### src/rtl/mesh_pkg.sv
// Shared definitions for the mesh NoC receive endpoint: flit field layout,
// Wishbone window base and register offsets.
package mesh_pkg;

    // Flit layout: [33]=valid [32:31]=row [30:29]=col [28:0]=body
    localparam int FLIT_W     = 34;
    localparam int FLIT_VALID = 33;
    localparam int FLIT_ROW_H = 32;
    localparam int FLIT_ROW_L = 31;
    localparam int FLIT_COL_H = 30;
    localparam int FLIT_COL_L = 29;
    localparam int BODY_W     = 29;
    localparam int BODY_H     = 28;

    // Wishbone window selected by adr[31:28]
    localparam logic [3:0] RX_BASE = 4'h9;

    // Register index taken from adr[3:2]
    typedef enum logic [1:0] {
        REG_DATA   = 2'd0,
        REG_STATUS = 2'd1,
        REG_DROPS  = 2'd2,
        REG_RSVD   = 2'd3
    } rx_reg_e;

endpackage

### src/rtl/mesh_rx_fifo.sv
// Synchronous FIFO holding received flit bodies. A push while full is only
// accepted when a pop happens in the same cycle. Storage is not reset; only
// pointers and occupancy are.
module mesh_rx_fifo #(
    parameter int DEPTH = 4,
    parameter int WIDTH = 29
) (
    input  logic                   clk,
    input  logic                   rst_n,
    input  logic                   i_push,
    input  logic                   i_pop,
    input  logic [WIDTH-1:0]       i_data,
    output logic                   o_full,
    output logic                   o_empty,
    output logic [$clog2(DEPTH):0] o_count,
    output logic [WIDTH-1:0]       o_head
);

    localparam int PTR_W = $clog2(DEPTH);

    logic [WIDTH-1:0] r_mem [DEPTH];
    logic [PTR_W-1:0] r_wr_ptr;
    logic [PTR_W-1:0] r_rd_ptr;
    logic [PTR_W:0]   r_count;
    logic             w_wr_en;
    logic             w_rd_en;

    assign o_full  = (r_count == (PTR_W+1)'(DEPTH));
    assign o_empty = (r_count == '0);
    assign o_count = r_count;
    assign o_head  = r_mem[r_rd_ptr];

    assign w_rd_en = i_pop & ~o_empty;
    assign w_wr_en = i_push & (~o_full | w_rd_en);

    // Pointer and occupancy bookkeeping; pointers wrap naturally (DEPTH is a power of two)
    always_ff @(posedge clk or negedge rst_n) begin
        if (!rst_n) begin
            r_wr_ptr <= '0;
            r_rd_ptr <= '0;
            r_count  <= '0;
        end else begin
            if (w_wr_en) r_wr_ptr <= r_wr_ptr + 1'b1;
            if (w_rd_en) r_rd_ptr <= r_rd_ptr + 1'b1;
            case ({w_wr_en, w_rd_en})
                2'b10:   r_count <= r_count + 1'b1;
                2'b01:   r_count <= r_count - 1'b1;
                default: r_count <= r_count;
            endcase
        end
    end

    // Entry storage, written at the current write pointer
    always_ff @(posedge clk) begin
        if (w_wr_en) r_mem[r_wr_ptr] <= i_data;
    end

endmodule

### src/rtl/mesh_eject_rx.sv
// Mesh NoC receive endpoint: filters flits from the router eject port by
// target id, queues accepted bodies and exposes them to the local CPU through
// a four-register Wishbone window at 0x9xxxxxxx.
// Optional feature macro: MESH_RX_IRQ_EN adds the rx_irq level interrupt.
module mesh_eject_rx
    import mesh_pkg::*;
#(
    parameter logic [3:0] MY_ID = 4'b0000,
    parameter int         DEPTH = 4,
    parameter int         CNT_W = 8
) (
    input  logic              clk,
    input  logic              rst_n,
    input  logic [FLIT_W-1:0] eject_flit,
    input  logic [31:0]       local_wb_adr,
    input  logic [31:0]       local_wb_dat_o,
    input  logic              local_wb_we,
    input  logic              local_wb_stb,
    output logic [31:0]       local_wb_dat_i,
`ifdef MESH_RX_IRQ_EN
    output logic              local_wb_ack,
    output logic              rx_irq
`else
    output logic              local_wb_ack
`endif
);

    localparam int CNT_FW = $clog2(DEPTH) + 1;

    logic [31:0]       r_dat;
    logic              r_ack;
    logic [CNT_W-1:0]  r_misroute;
    logic [CNT_W-1:0]  r_overflow;

    logic              w_flit_vld;
    logic              w_tgt_hit;
    logic              w_sel;
    logic              w_start;
    rx_reg_e           w_reg;
    logic              w_pop;
    logic              w_push;
    logic              w_misroute_ev;
    logic              w_overflow_ev;
    logic              w_clr;
    logic              w_full;
    logic              w_empty;
    logic [CNT_FW-1:0] w_count;
    logic [BODY_W-1:0] w_head;
    logic [31:0]       w_rd_val;
    logic              w_irq_bit;
    logic              w_unused;

    function automatic logic [CNT_W-1:0] sat_inc(input logic [CNT_W-1:0] v);
        return (&v) ? v : v + 1'b1;
    endfunction

    // Flit filtering: valid flits for this node are queued, others count as drops
    assign w_flit_vld    = eject_flit[FLIT_VALID];
    assign w_tgt_hit     = ({eject_flit[FLIT_ROW_H:FLIT_ROW_L],
                             eject_flit[FLIT_COL_H:FLIT_COL_L]} == MY_ID);
    assign w_misroute_ev = w_flit_vld & ~w_tgt_hit;

    // Bus decode: a transaction starts on a selected strobe not already being acked
    assign w_sel   = (local_wb_adr[31:28] == RX_BASE);
    assign w_start = local_wb_stb & w_sel & ~r_ack;
    assign w_reg   = rx_reg_e'(local_wb_adr[3:2]);
    assign w_pop   = w_start & ~local_wb_we & (w_reg == REG_DATA) & ~w_empty;
    assign w_clr   = w_start & local_wb_we & (w_reg == REG_DROPS);

    // A full FIFO still accepts a flit when the CPU pops in the same cycle
    assign w_push        = w_flit_vld & w_tgt_hit & (~w_full | w_pop);
    assign w_overflow_ev = w_flit_vld & w_tgt_hit & w_full & ~w_pop;

    // Write data is never stored and only part of the address is decoded
    assign w_unused = ^{local_wb_dat_o, local_wb_adr[27:4], local_wb_adr[1:0]};

    mesh_rx_fifo #(
        .DEPTH (DEPTH),
        .WIDTH (BODY_W)
    ) u_fifo (
        .clk     (clk),
        .rst_n   (rst_n),
        .i_push  (w_push),
        .i_pop   (w_pop),
        .i_data  (eject_flit[BODY_H:0]),
        .o_full  (w_full),
        .o_empty (w_empty),
        .o_count (w_count),
        .o_head  (w_head)
    );

`ifdef MESH_RX_IRQ_EN
    logic r_irq;
    logic w_irq_next;

    // Interrupt follows next-cycle occupancy: set by any push, cleared by the emptying pop
    assign w_irq_next = w_push | ~(w_empty | (w_pop & (w_count == CNT_FW'(1))));

    // Registered level interrupt
    always_ff @(posedge clk or negedge rst_n) begin
        if (!rst_n) r_irq <= 1'b0;
        else        r_irq <= w_irq_next;
    end

    assign rx_irq    = r_irq;
    assign w_irq_bit = r_irq;
`else
    assign w_irq_bit = 1'b0;
`endif

    // Read value mux; DATA on an empty FIFO reads zero (no bypass of a same-cycle push)
    always_comb begin
        w_rd_val = 32'h0;
        if (!local_wb_we) begin
            case (w_reg)
                REG_DATA:   w_rd_val = w_empty ? 32'h0 : {1'b1, 2'b00, w_head};
                REG_STATUS: w_rd_val = {w_full, w_empty, 14'h0, 8'(w_count), 7'h0, w_irq_bit};
                REG_DROPS:  w_rd_val = {16'h0, 8'(r_misroute), 8'(r_overflow)};
                default:    w_rd_val = 32'h0;
            endcase
        end
    end

    // Single-cycle ack and registered read data for each started transaction
    always_ff @(posedge clk or negedge rst_n) begin
        if (!rst_n) begin
            r_ack <= 1'b0;
            r_dat <= 32'h0;
        end else begin
            r_ack <= w_start;
            if (w_start) r_dat <= w_rd_val;
        end
    end

    // Saturating drop counters; a drop in the clear cycle survives the clear as 1
    always_ff @(posedge clk or negedge rst_n) begin
        if (!rst_n) begin
            r_misroute <= '0;
            r_overflow <= '0;
        end else if (w_clr) begin
            r_misroute <= w_misroute_ev ? CNT_W'(1) : '0;
            r_overflow <= w_overflow_ev ? CNT_W'(1) : '0;
        end else begin
            if (w_misroute_ev) r_misroute <= sat_inc(r_misroute);
            if (w_overflow_ev) r_overflow <= sat_inc(r_overflow);
        end
    end

    assign local_wb_ack   = r_ack;
    assign local_wb_dat_i = r_dat;

endmodule

### config.mk
export PLATFORM = sky130hd
export DESIGN_NAME = mesh_eject_rx
export DESIGN_NICKNAME = d
export VERILOG_FILES = /design/src/rtl/mesh_pkg.sv /design/src/rtl/mesh_rx_fifo.sv /design/src/rtl/mesh_eject_rx.sv
export SDC_FILE = /design/constraint.sdc
export NUM_CORES = 1
export LEC_CHECK = 0
export ABC_CLOCK_PERIOD_IN_PS = 5700
export CORE_UTILIZATION = 30
export CTS_CLUSTER_DIAMETER = 40
export DETAILED_ROUTE_END_ITERATION = 6
export GPL_ROUTABILITY_DRIVEN = 0
export GPL_TIMING_DRIVEN = 1
export PLACE_DENSITY = 0.5
export SYNTH_ARGS = -nofsm -noshare
export SYNTH_HDL_FRONTEND = slang
export SYNTH_HIERARCHICAL = 1
export SYNTH_SLANG_ARGS = --single-unit
### constraint.sdc
create_clock -name clk -period 5.7 [get_ports clk]
set_input_delay 0.57 -clock clk [delete_from_list [all_inputs] [get_ports clk]]
set_output_delay 0.57 -clock clk [all_outputs]
set_load 0.01 [all_outputs]
== Word-level counts from Yosys, hierarchy flattened ==
Memories as Yosys holds them, arrays and structs flattened.
Cells that the tools add are included.
Widths: inputs -> output; s select.

* Equal/unequal tests: 8
* Shift-type cells: 0
* Divide/modulo/power cells: 0
* Multiply operators: 0
* Order comparisons: 0
* $add $sub $neg: 6
* Muxes and demuxes: 14
* Bitwise logic cells: 22
* Reductions and logical operators: 10

{| class="wikitable"
|+ Operators by type and width
! operator !! count
|-
| $pmux 32 s3 || 1
|-
| $mux 32 || 2
|-
| $mux 8 || 6
|-
| $add 8x1->8 const B || 2
|-
| $reduce_and 8->1 || 2
|-
| $and 1x1->1 || 14
|-
| $not 1->1 || 6
|-
| $pmux 3 s2 || 1
|-
| $reduce_bool 2->1 || 3
|-
| $add 2x1->2 const B || 2
|-
| $eq 2x1->1 const B || 2
|-
| $eq 2x2->1 const B || 2
|-
| $eq 4x4->1 const B || 1
|-
| $logic_not 4->1 || 1
|-
| $mux 1 || 4
|-
| $ne 2x2->1 const B || 2
|-
| $reduce_and 2->1 || 2
|-
| $add 3x1->3 const B || 1
|-
| $eq 3x3->1 const B || 1
|-
| $logic_not 3->1 || 1
|-
| $sub 3x1->3 const B || 1
|-
| $logic_not 2->1 || 1
|-
| $or 1x1->1 || 2
|}

* Word-level logic and storage cells: 68
* Bits in writable memories: 116
* Memory bits (read-only): 0
* Bits in latches: 0
* Input port bits: 102
* Memories: 1
* Register bits: 56

{| class="wikitable"
|+ Memories
! name !! words !! width !! read ports !! clocked after Yosys merged registers in !! write ports !! line !! text
|-
| u_fifo.r_mem || 4 || 29 || 1 || 0 || 1 || mesh_rx_fifo.sv:21 || <nowiki>logic [WIDTH-1:0] r_mem [DEPTH];</nowiki>
|}

== Depth between registers and ports, before layout ==
Gate-level depths: netlist of the first run.

* Depth in word-level cells: 11
* Mapped depth: 12

== Modules after synthesis ==
The synthesis of the first run kept the hierarchy.

{| class="wikitable"
|+ By module, submodules not included
! module !! instances !! area an instance (um^2) !! cells each
|-
| mesh_rx_fifo || 1 || 4600.7 || 189
|-
| mesh_eject_rx || 1 || 2307.2 || 251
|}

== Worst setup path after synthesis of the first run ==
No wires, ideal clock.

* Kind: input-to-reg
* From: in local_wb_we
* To: reg u_fifo.r_count[2], in the netlist u_fifo/o_count[2]
* Library setup time: 0.079 ns
* Data required time: 5.621 ns
* Setup slack: 3.167 ns
* Arrival time: 2.454 ns
* Stages: 10
* Path buffers: 0
* Cells stage by stage: nor4_2 -> nand3_2 -> inv_2 -> o31a_2 -> ha_1 -> inv_1 -> fa_1 -> xor2_1 -> nor2_1 -> xor2_1

* Longest elaborated chain between the ends: 9

{| class="wikitable"
|+ Ends and longest elaborated chain
! what !! line !! text
|-
| start: declaration || mesh_eject_rx.sv:17 || <nowiki>input logic local_wb_we,</nowiki>
|-
| $not 1->1 * || mesh_eject_rx.sv:67 || <nowiki>assign w_pop = w_start & ~local_wb_we & (w_reg == REG_DATA) & ~w_empty;</nowiki>
|-
| $and 1x1->1 * (3 in series) || mesh_eject_rx.sv:67 ||
|-
| named net w_pop || mesh_eject_rx.sv:40 || <nowiki>logic w_pop;</nowiki>
|-
| $and 1x1->1 * || mesh_rx_fifo.sv:33 || <nowiki>assign w_rd_en = i_pop & ~o_empty;</nowiki>
|-
| named net u_fifo.w_rd_en || mesh_rx_fifo.sv:26 || <nowiki>logic w_rd_en;</nowiki>
|-
| $or 1x1->1 || mesh_rx_fifo.sv:34 || <nowiki>assign w_wr_en = i_push & (~o_full | w_rd_en);</nowiki>
|-
| $and 1x1->1 || mesh_rx_fifo.sv:34 ||
|-
| $eq 2x1->1 / $eq 2x2->1 (equally long branches) || mesh_rx_fifo.sv:45 || <nowiki>case ({w_wr_en, w_rd_en})</nowiki>
|-
| $pmux 3 s2 / $reduce_bool 2->1 (equally long branches) || n/a ||
|-
| end signal: assignment || mesh_rx_fifo.sv:46 || <nowiki>2'b10: r_count <= r_count + 1'b1;</nowiki>
|-
| end signal: assignment || mesh_rx_fifo.sv:47 || <nowiki>2'b01: r_count <= r_count - 1'b1;</nowiki>
|-
| end signal: assignment || mesh_rx_fifo.sv:48 || <nowiki>default: r_count <= r_count;</nowiki>
|-
| end: declaration || mesh_rx_fifo.sv:24 || <nowiki>logic [PTR_W:0] r_count;</nowiki>
|}

Mark *: on every way through the listed nets, which the timed path passes. The rest lies on a longest branch.
A chain may end at the register's enable or synchronous reset.

== Worst setup path in the final report of the first run ==
* From: in local_wb_adr[3]
* To: mem u_fifo.r_mem[0][3], enable pin

* Longest elaborated chain between the ends: 8

{| class="wikitable"
|+ Ends and longest elaborated chain
! what !! line !! text
|-
| start: declaration || mesh_eject_rx.sv:15 || <nowiki>input logic [31:0] local_wb_adr,</nowiki>
|-
| $logic_not 2->1 || mesh_eject_rx.sv:67 ||
|-
| $and 1x1->1 (2 in series) || mesh_eject_rx.sv:67 ||
|-
| $or 1x1->1 || mesh_eject_rx.sv:71 || <nowiki>assign w_push = w_flit_vld & w_tgt_hit & (~w_full | w_pop);</nowiki>
|-
| $and 1x1->1 || mesh_eject_rx.sv:71 ||
|-
| named net w_push || mesh_eject_rx.sv:41 || <nowiki>logic w_push;</nowiki>
|-
| $and 1x1->1 || mesh_rx_fifo.sv:34 ||
|-
| $mux 1 || mesh_rx_fifo.sv:55 || <nowiki>if (w_wr_en) r_mem[r_wr_ptr] <= i_data;</nowiki>
|-
| $mux 1 (not written as such) || mesh_rx_fifo.sv:55 ||
|-
| end: declaration || mesh_rx_fifo.sv:21 ||
|}

The timed path passes the listed nets, and every way through them passes these cells.

==> results of run 1 <==
[synth_stat cells, types with 2 or more instances]
| library cell | number |
|---|---|
| nand2_1 | 55 |
| o211ai_1 | 2 |
| dfrtp_1 | 55 |
| nand4_1 | 4 |
| ha_1 | 7 |
| o41ai_1 | 2 |
| o21ai_1 | 2 |
| inv_1 | 9 |
| a22oi_1 | 16 |
| xor2_1 | 7 |
| and2_2 | 4 |
| or2_2 | 2 |
| buf_2 | 3 |
| mux4_2 | 29 |
| mux2i_1 | 4 |
| clkbuf_1 | 15 |
| nand3_2 | 2 |
| nor3_1 | 3 |
| a21oi_1 | 9 |
| or3_1 | 4 |
| nor2_1 | 19 |
| edfxtp_1 | 116 |
| xnor2_1 | 4 |
| o21ai_0 | 33 |
| nor2b_1 | 2 |
| nand3_1 | 9 |
[flip-flops by register name (all words and copies together), names as in the netlist]
register,cells
local_wb_ack,1
local_wb_dat_i,31
r_misroute,8
r_overflow,8
u_fifo/o_count,3
u_fifo/r_mem,116
u_fifo/r_rd_ptr,2
u_fifo/r_wr_ptr,2
[layout make-up]
type	instances	area, sq um
clock buffers	17	425.4
multi-input cells	240	1937
clock inverters	15	165.2
flip-flops and latches	171	4862
well taps	285	356.6
inverters	10	37.54
fillers	2136	14070
repair buffers	80	783.3
[critical path, delay by kind of cell]
kind / cells / cell delay, ns
and+or+nand+nor: 3 / 1.45
buffers and inverters: 1 / 0.91
AOI/OAI and AO/OA: 2 / 0.41
[kinds of logic after synthesis]
| family | Yosys count |
|---|---|
| mux | 34 |
| buf+inv | 29 |
| simple gates | 114 |
| other cells | 1 |
| fa+ha+maj | 8 |
| xor+xnor | 11 |
| compound gates | 72 |
| flops | 171 |
[path summary, 6_finish.rpt]
kind | start | endpoint | cells after the start | slack (ns)
hold / removal | rst_n | local_wb_dat_i[24] | 2 | 0.30
max in group asynchronous | rst_n | u_fifo/r_rd_ptr[0] | 2 | 4.85
setup / recovery | local_wb_adr[3] | u_fifo/r_mem[0][3] | 6 | 2.37
min in group clk | local_wb_dat_i[31] | local_wb_dat_i[31] | 2 | 0.48
setup reg to reg | u_fifo/o_count[2] | u_fifo/o_count[2] | 12 | 3.03
hold reg to reg | local_wb_dat_i[31] | local_wb_dat_i[31] | 2 | 0.48
[per-stage QoR]
step | utilization | cell area (sq um) | hold WS, ns | power [W]
CTS | 0.3784 | 8567 | 0.3224 | 0.003013
global placement | 0.3523 | 7976 | 0.4642 | 0.001853
floorplan | - | 6908 | 0.2744 | 0.001700
finish | 0.3784 | 8567 | 0.2974 | 0.002975
global route | 0.3784 | 8567 | 0.3601 | 0.003112
detailed placement | 0.3523 | 7976 | 0.4602 | 0.001869
[where the power goes]
part | total, W | internal, W | switching [W] | leakage, nW
Sequential | 0.00147 | 0.00140 | 0.0000708 | 1.78
Combinational | 0.000369 | 0.000184 | 0.000185 | 0.916
Clock | 0.00114 | 0.000594 | 0.000545 | 0.290
[routing by layer]
layer / GRT usage / vias up / wire (microns)
li1: - / 1842 / -
met1: 0.1673 / 2000 / 6409
met2: 0.2268 / 92 / 7469
met3: 0.03467 / 14 / 589
met4: 0.04571 / 0 / 193
met5: 0 / - / 0
==> results.md, run 1 <==
- Total CTS buffers: 17
- Setup violators final: 0
- Distinct cells, synth: 49
- Worst-path cell with the longest stage delay: clkdlybuf4s50_1
- Number of synthesized register bits: 171
- Drt total wl: around 15000 microns
- Slew Limit Fails: 0
- Residual DRC: 0
- Setup TNS: 0 ns
- Cell area after synthesis: roughly 6900 sq um
- Die Area: 23640 sq um
- Crit-path cells: clkdlybuf4s50_1, nor4_2, nand3_2, a21oi_1, o21a_4, and2_2
- Post-Syn Instances: 440
- Ratio of cells with drive above 1 in the final layout: 0.1632
- Main combinational cell family by area after synthesis: multiplexers
- Clock Pin Slew Worst Setup and Hold Paths: approximately 0.070 ns
- Placed wire-length estimate after detailed placement: 9036 microns
- ANT nets after route: 0
- Register area share after synthesis: 0.7035
- Outcome: finished clean
- Area leader, netlist: edfxtp_1
- Slew headroom: 0.3085
- Post-Synth Adder-Cell Area: 0.01558
- P_leak: 2.986 nW
- Rows: between 50 and 60
- IO Pins: 135
- Critical path startpoint category: primary input
- RSZ-0062 raised after global routing: false
- Final #Nets: 630
- Gr usage total: 0.1343
- Final Instance Count excl. Fillers: 818
- Least-Margin Pin Slew: a little over 1 ns
- Synth Flop Type: edfxtp_1
- Vias per cell: between 4 and 5
- I/O Buffers: 75
- Clock Path Buffers: 2
- F_max: 300.6 MHz
- Synth Area in XOR/XNOR: 0.01395
- Fin. Hold Viols: 0
- DRT Pass-1 Iters: 4
- Area Overhead vs Synth: 24.02%
- Required time worst endpoint: 5.74 ns
- Final setup margin: 2.373 ns
- Synthesized Nets: 550
- Mux share of post-synthesis cell area: 0.1025
- Via count: about 4000
- Initial antenna violation count: 0
- Clock Sinks: 171
- Postcts setup bufs: 0
- Die Ht: 153.7 microns
- CTS Root Cell: clkbuf_16
- Most frequent cells in the layout: edfxtp_1 (116), clkdlybuf4s50_1 (74), nand2_1 (55), dfrtp_1 (53), o21ai_0 (33)
- CTS tree: yes
- Placed insts: 786
- Hold-fix buffers, CTS: 0
- Initial Utilization: 0.3051
- Leading cell type in the layout, fill and taps excluded: edfxtp_1
- Largest net degree at the start of global routing: 56
- Simple-gate share of the synthesized area: 0.08205
- Worst setup EP type: register
- Core ar.: roughly 23000 sq um
- Antenna diode instance count: 0
- Pwr dens: 347.3 nW/um^2
- Post-cts repair resize count: 0
- Number of global-route vias before repair: 4212
- Overflow after GRT: 0
- 1st-iter DRT viols: a little over 300
- Largest stage delay, worst path: 0.91 ns
- Min cycle time layout: roughly 3.3 ns
- Critical path peak fanout: 29
- Maximum vdd drop: around 0.17 mV
- Placement Setup Slack: 1.891 ns
- H-tree depth: 4
- Final Cycle Share: 0.5836
- Post-synth ARST share: 0.3216
- YS warnings: 6
- Synth area leaders: edfxtp_1 (50%), dfrtp_1 (20%), mux4_2 (9.5%)
- Crit Path Class: primary input to register
- Synth Area in Compound Gates: 0.06502
- Per-cell routed wire length: 17.92 microns
- Setup Skew: 0.01452 ns
- Synth top area share: 0.5043
- Post-synth EDFFs: around 120
- Mean cell area of the mapped netlist: 15.70 sq um
- Die Wd: 153.7 microns
- Hold crit path type: primary input to asynchronous set/reset pin
- First-pass GRT wire length: 23650 microns
- Clk_lat worst skew: 0.43 ns
- Crit path arrival time: 3.37 ns
- Max Cap Violations: 0
Note: power is estimated with default switching activity, not from simulation.
==> run 2: changes to the inputs <==
- ABC_CLOCK_PERIOD_IN_PS: 5700 -> 3260
- clock period: 5.7 -> 3.26 ns (I/O delays scaled with it)
==> run 2 against run 1 <==
Net effect: sequential share of layout area decreased by 0.77 points; routed wire length down 0.72%; sequential power rose by 76%; global-route usage shrank 0.29 points; clock skew down 0.00089 ns; hold slack worse by 0.22 ns; power increased by 76%; core utilization is 0.51 points higher; register-to-register slack got worse by 2.5 ns; critical path depth grew 6; clock-buffer cell count is 1 higher; largest power group unchanged; via count increased by 1.1%.
==> results.md, run 2 (synthesis results as in run 1) <==
- Clock Pin Slew Worst Setup and Hold Paths: 0.07 ns
- Max Cap Violations: 0
- I/O Buffers: 75
- CTS tree: yes
- Residual DRC: 0
- Clk_lat worst skew: 0.43 ns
- WHS: 0.07768 ns
- Postcts setup bufs: 0
- Post-cts repair resize count: 0
- Drt total wl: 14560 microns
- Hold crit path type: primary input to asynchronous set/reset pin
- Final #Nets: 643
- Min cycle time layout: 2.733 ns
- Clock Path Buffers: 2
- Total CTS buffers: 17
- Placed wire-length estimate after detailed placement: approximately 9700 microns
- Critical path peak fanout: 7
- Die Ht: 153.7 microns
- Slew Limit Fails: 0
- 1st-iter DRT viols: 179
- Leading cell type in the layout, fill and taps excluded: edfxtp_1
- Hold-fix buffers, CTS: 0
- Die Wd: 153.7 microns
- Slew headroom: 0.1714
- Final Cycle Share: 0.8383
- Via count: 3992
- Gr usage total: 0.1315
- Critical path startpoint category: register
- DRT Pass-1 Iters: 4
- H-tree depth: 4
- Setup violators final: 0
- Layout Utilization: 0.3835
- Largest net degree at the start of global routing: 43
- Crit path capture: u_fifo/o_count[2]
- Crit-path cells: nor3_1, nor4_2, nand3_2, inv_2, o21a_4, inv_1, ha_1, inv_1, fa_1, xor2_1, nor2_1, xor2_1
- Core ar.: 22640 sq um
- Overflow after GRT: 0
- Pwr dens: 604.6 nW/um^2
- F_max: roughly 370 MHz
- Clock Sinks: around 170
- Least-Margin Pin Slew: 1.238 ns
- Reg-to-reg slack, setup: 0.53 ns
- Required time worst endpoint: roughly 3.6 ns
- Biggest register: u_fifo/r_mem
- Dpl cell area: 8080 sq um
- P_leak: 3.066 nW
- R2R Path Start: u_fifo/o_count[2]
- Vias per cell: 4.804
- Rows: 55
- ANT nets after route: 0
- R2r endpoint: u_fifo/o_count[2]
- RSZ-0062 raised after global routing: false
- Initial antenna violation count: 0
- Ratio of cells with drive above 1 in the final layout: 0.1777
- Crit path arrival time: ~3.1 ns
- IO Pins: 135
- Crit Path Class: register to register
- Worst setup EP type: register
- Max FFs per register: 116
- Outcome: finished clean
- Worst reg2reg path depth: 12
- First-pass GRT wire length: 23330 microns
- Antenna diode instance count: 0
- Post-layout power: 0.005249 W
- Worst-path cell with the longest stage delay: nor3_1
- Setup TNS: 0 ns
- Initial Utilization: 0.3051
- Maximum vdd drop: roughly 0.33 mV
- Area Overhead vs Synth: 25.68%
- Fin area: approximately 8700 sq um
- Number of global-route vias before repair: 4124
- Most frequent cells in the layout: edfxtp_1 (116), clkdlybuf4s50_1 (74), nand2_1 (55), dfrtp_1 (54), o21ai_0 (33)
- Largest stage delay, worst path: ~0.47 ns
- Setup Skew: around 0.014 ns
- CP startpoint: u_fifo/o_count[2]
- Die Area: 23640 sq um
- Fin. Hold Viols: 0
- CTS Root Cell: clkbuf_16
- Per-cell routed wire length: 17.52 microns
## run 2: worst max-delay path: cells and delay by family (launching register included)
kind | cells | cell delay [ns]
compound gates | 1 | 0.25
xor+xnor | 2 | 0.30
fa+ha+maj | 2 | 0.62
buf+inv | 3 | 0.22
flops | 1 | 0.43
simple gates | 4 | 0.84
## run 2: area by class of cell
| cell class | instances | area (sq um) |
|---|---|---|
| Sequential cell | 171 | 4861 |
| Fill cell | 2071 | 13960 |
| Timing Repair Buffer | 93 | 893.4 |
| Inverter | 10 | 37.54 |
| Tap cell | 285 | 356.6 |
| Multi-Input combinational cell | 240 | 1932 |
| Clock buffer | 18 | 429.2 |
| Clock inverter | 14 | 172.7 |
## run 2: stage by stage
stage,std cells,setup slack (ns)
4_1_cts,831,0.4995
5_1_grt,831,0.3449
3_5_place_dp,799,0.3751
6_report,831,0.5273
2_1_floorplan,440,0.8151
3_3_place_gp,799,0.4259
## run 2: how the worst min path moves through the flow
stage	start	endpoint	slack, ns	depth (start not counted)
after floorplan	rst_n	local_wb_ack	0.03	0
after global placement	local_wb_dat_i[21]	local_wb_dat_i[21]	0.46	2
after detailed placement	local_wb_dat_i[21]	local_wb_dat_i[21]	0.47	2
after CTS	rst_n	local_wb_dat_i[21]	0.11	1
after global routing	rst_n	local_wb_dat_i[21]	0.16	1
final	rst_n	local_wb_dat_i[21]	0.08	1
## run 2: routing by layer
metal | vias up | routed length [microns] | track usage
met1 | 2043 | 6432 | 0.1630
met3 | 14 | 384 | 0.02649
met4 | 0 | 222 | 0.05286
met5 | - | 0 | 0
met2 | 71 | 7517 | 0.2249
li1 | 1864 | - | -
## run 2: where the power goes
part,switching [W],internal [W]
sequential,0.000146,0.00244
combinational,0.000292,0.000329
clock,0.000877,0.00116
==> run 3: changes to the inputs <==
- ABC_CLOCK_PERIOD_IN_PS: 3260 -> 2500
- PLACE_DENSITY: 0.5 -> 0.52
- clock period: 3.26 -> 2.5 ns (I/O delays scaled with it)
==> run 3 against run 2 <==
Net effect: core utilization grew 0.85 points; combinational power grew 47%; routed wire length grew 0.23%; power grew 30%; clock skew shrank 0.0056 ns; first-iteration DRC count grew 23%; global-route usage shrank 0.14 points; setup slack lost 0.38 ns; non-clock buffer count grew 17; fmax grew 16%; critical endpoint unchanged.
==> results.md, run 3 (synthesis results as in run 1) <==
- Outcome: finished clean
- Initial antenna violation count: 0
- WHS: 0.3111 ns
- Leading cell type in the layout, fill and taps excluded: edfxtp_1
- Die Area: roughly 24000 sq um
- Max Cap Violations: 0
- 1st-iter DRT viols: 220
- ANT nets after route: 0
- Buf/Inv on CP: 4
- CTS Root Cell: clkbuf_16
- Pwr dens: 767.7 nW/um^2
- I/O Buffers: 75
- Net Sw Power: ~0.0017 W
- Least-Margin Pin Slew: 1.288 ns
- Sw Share: 0.2442
- Initial Utilization: 0.3051
- Number of global-route vias before repair: 4214
- Worst-path cell with the longest stage delay: dfrtp_2
- Max FFs per register: 116
- Overflow after GRT: 0
- Sequential share of power: 0.493
- F_max: 425.9 MHz
- Gr usage total: 0.1301
- Hold crit path type: primary input to asynchronous set/reset pin
- Clock Pin Slew Worst Setup and Hold Paths: approximately 0.07 ns
- Drt total wl: 14590 microns
- Placed wire-length estimate after detailed placement: roughly 10000 microns
- Final #Nets: 660
- Maximum vdd drop: 0.4751 mV
- Critical path startpoint category: register
- Biggest register: u_fifo/r_mem
- P_leak: ~3.2 nW
- Pint: slightly above 0.005 W
- Setup Skew: 0.007993 ns
- Vias per cell: 4.795
- Final Instance Count excl. Fillers: 847
- Worst setup EP type: register
- Crit path arrival time: 2.70 ns
- Placed insts: 814
- Most frequent cells in the layout: edfxtp_1 (116), clkdlybuf4s50_1 (74), nand2_1 (55), dfrtp_1 (53), o21ai_0 (33)
- DRT Pass-1 Iters: 4
- Critical path's top delay family: adder cells
- IO Pins: 135
- Clock share of power: 0.373
- Ratio of cells with drive above 1 in the final layout: 0.2028
- Setup violators final: 0
- Antenna diode instance count: 0
- Via count: 4061
- Comb power frac: 0.134
- CTS tree: yes
- Min cycle time layout: 2.348 ns
- Fin. Hold Viols: 0
- Largest net degree at the start of global routing: 31
- Crit Path Class: register to register
- H-tree depth: 4
- Final Cycle Share: 0.9393
- Residual DRC: 0
- Total CTS buffers: 17
- Clock Sinks: 171
- Per-cell routed wire length: 17.23 microns
- Area Overhead vs Synth: 28.47%
- Critical path peak fanout: 4
- Required time worst endpoint: 2.85 ns
- Fillers: 2071
- Die Wd: about 150 microns
- Largest stage delay, worst path: 0.43 ns
- First-pass GRT wire length: 23030 microns
- Core ar.: 22640 sq um
- Crit-path cells: nor3_2, buf_4, nor4_4, nand3_2, inv_2, o21a_4, inv_1, ha_1, inv_1, fa_1, xor2_1, nor2_1, xor2_1
- Clock Path Buffers: 2
- Die Ht: around 150 microns
- Rows: 55
- Clk_lat worst skew: 0.42 ns
- Slew Limit Fails: 0
- Slew headroom: 0.1382
-- run 3: cell types whose count changed in the layout (fill, tap and decap cells not counted), sizes merged --
cell / change
dlygate4sd3: +1
inv: -6
buf: +16
clkinv: +3
clkinvlp: +2
-- run 3: metal layers --
metal	vias to the layer above	share of wire	global-route usage	routed length, microns
met3	15	0.038	0.03044	557
met1	2064	0.44	0.1597	6351
met2	92	0.51	0.2238	7500
met4	0	0.012	0.04619	181
li1	1890	-	-	-
met5	-	0	0	0
-- run 3: what timing repair did --
action | 4_1_cts | 5_1_grt
gates resized for setup | 0 | 2
endpoints found under the setup margin | 0 | 1
setup buffers | 0 | 1
endpoints found under the hold margin | 16 | 0
hold buffers | 1 | 0
-- run 3: power by group through the flow --
stage	registers, W	clock network [W]	logic [W]
floorplan	0.00338	0	0.000499
global placement	0.00341	0	0.000886
detailed placement	0.00342	0	0.000908
CTS	0.00336	0.00261	0.000913
global route	0.00339	0.00272	0.00101
finish	0.00336	0.00254	0.000911
-- run 3: metrics by stage --
step | setup slack (ns) | total power [W] | area [sq um] | setup TNS, ns | util
global route | -0.003159 | 0.007116 | 8875 | -0.003159 | 0.3920
global placement | -0.1253 | 0.004294 | 8277 | -0.5224 | 0.3656
CTS | 0.09246 | 0.006885 | 8861 | 0 | 0.3914
detailed placement | -0.1353 | 0.004325 | 8277 | -0.4945 | 0.3656
floorplan | 0.05506 | 0.003875 | 6908 | 0 | -
finish | 0.1518 | 0.006813 | 8875 | 0 | 0.3920
-- run 3: area by class of cell --
class,count,area [sq um],area share
flip-flops and latches,171,4862,0.5479
multi-input cells,240,1946,0.2192
repair buffers,110,1099,0.1238
clock buffers,18,429.2,0.04836
well taps,285,356.6,0.04018
clock inverters,13,145.1,0.01635
inverters,10,37.54,0.004230
-- run 3: worst paths after layout --
check	start	to	slack, ns	cells after the start
setup / recovery	u_fifo/o_count[1]	u_fifo/o_count[2]	0.15	13
hold / removal	rst_n	u_fifo/o_count[0]	0.31	2
setup reg to reg	u_fifo/o_count[1]	u_fifo/o_count[2]	0.15	13
hold reg to reg	local_wb_dat_i[5]	local_wb_dat_i[5]	0.48	2
max in group asynchronous	rst_n	local_wb_dat_i[15]	1.48	3
min in group clk	eject_flit[27]	u_fifo/r_mem[2][27]	0.46	1
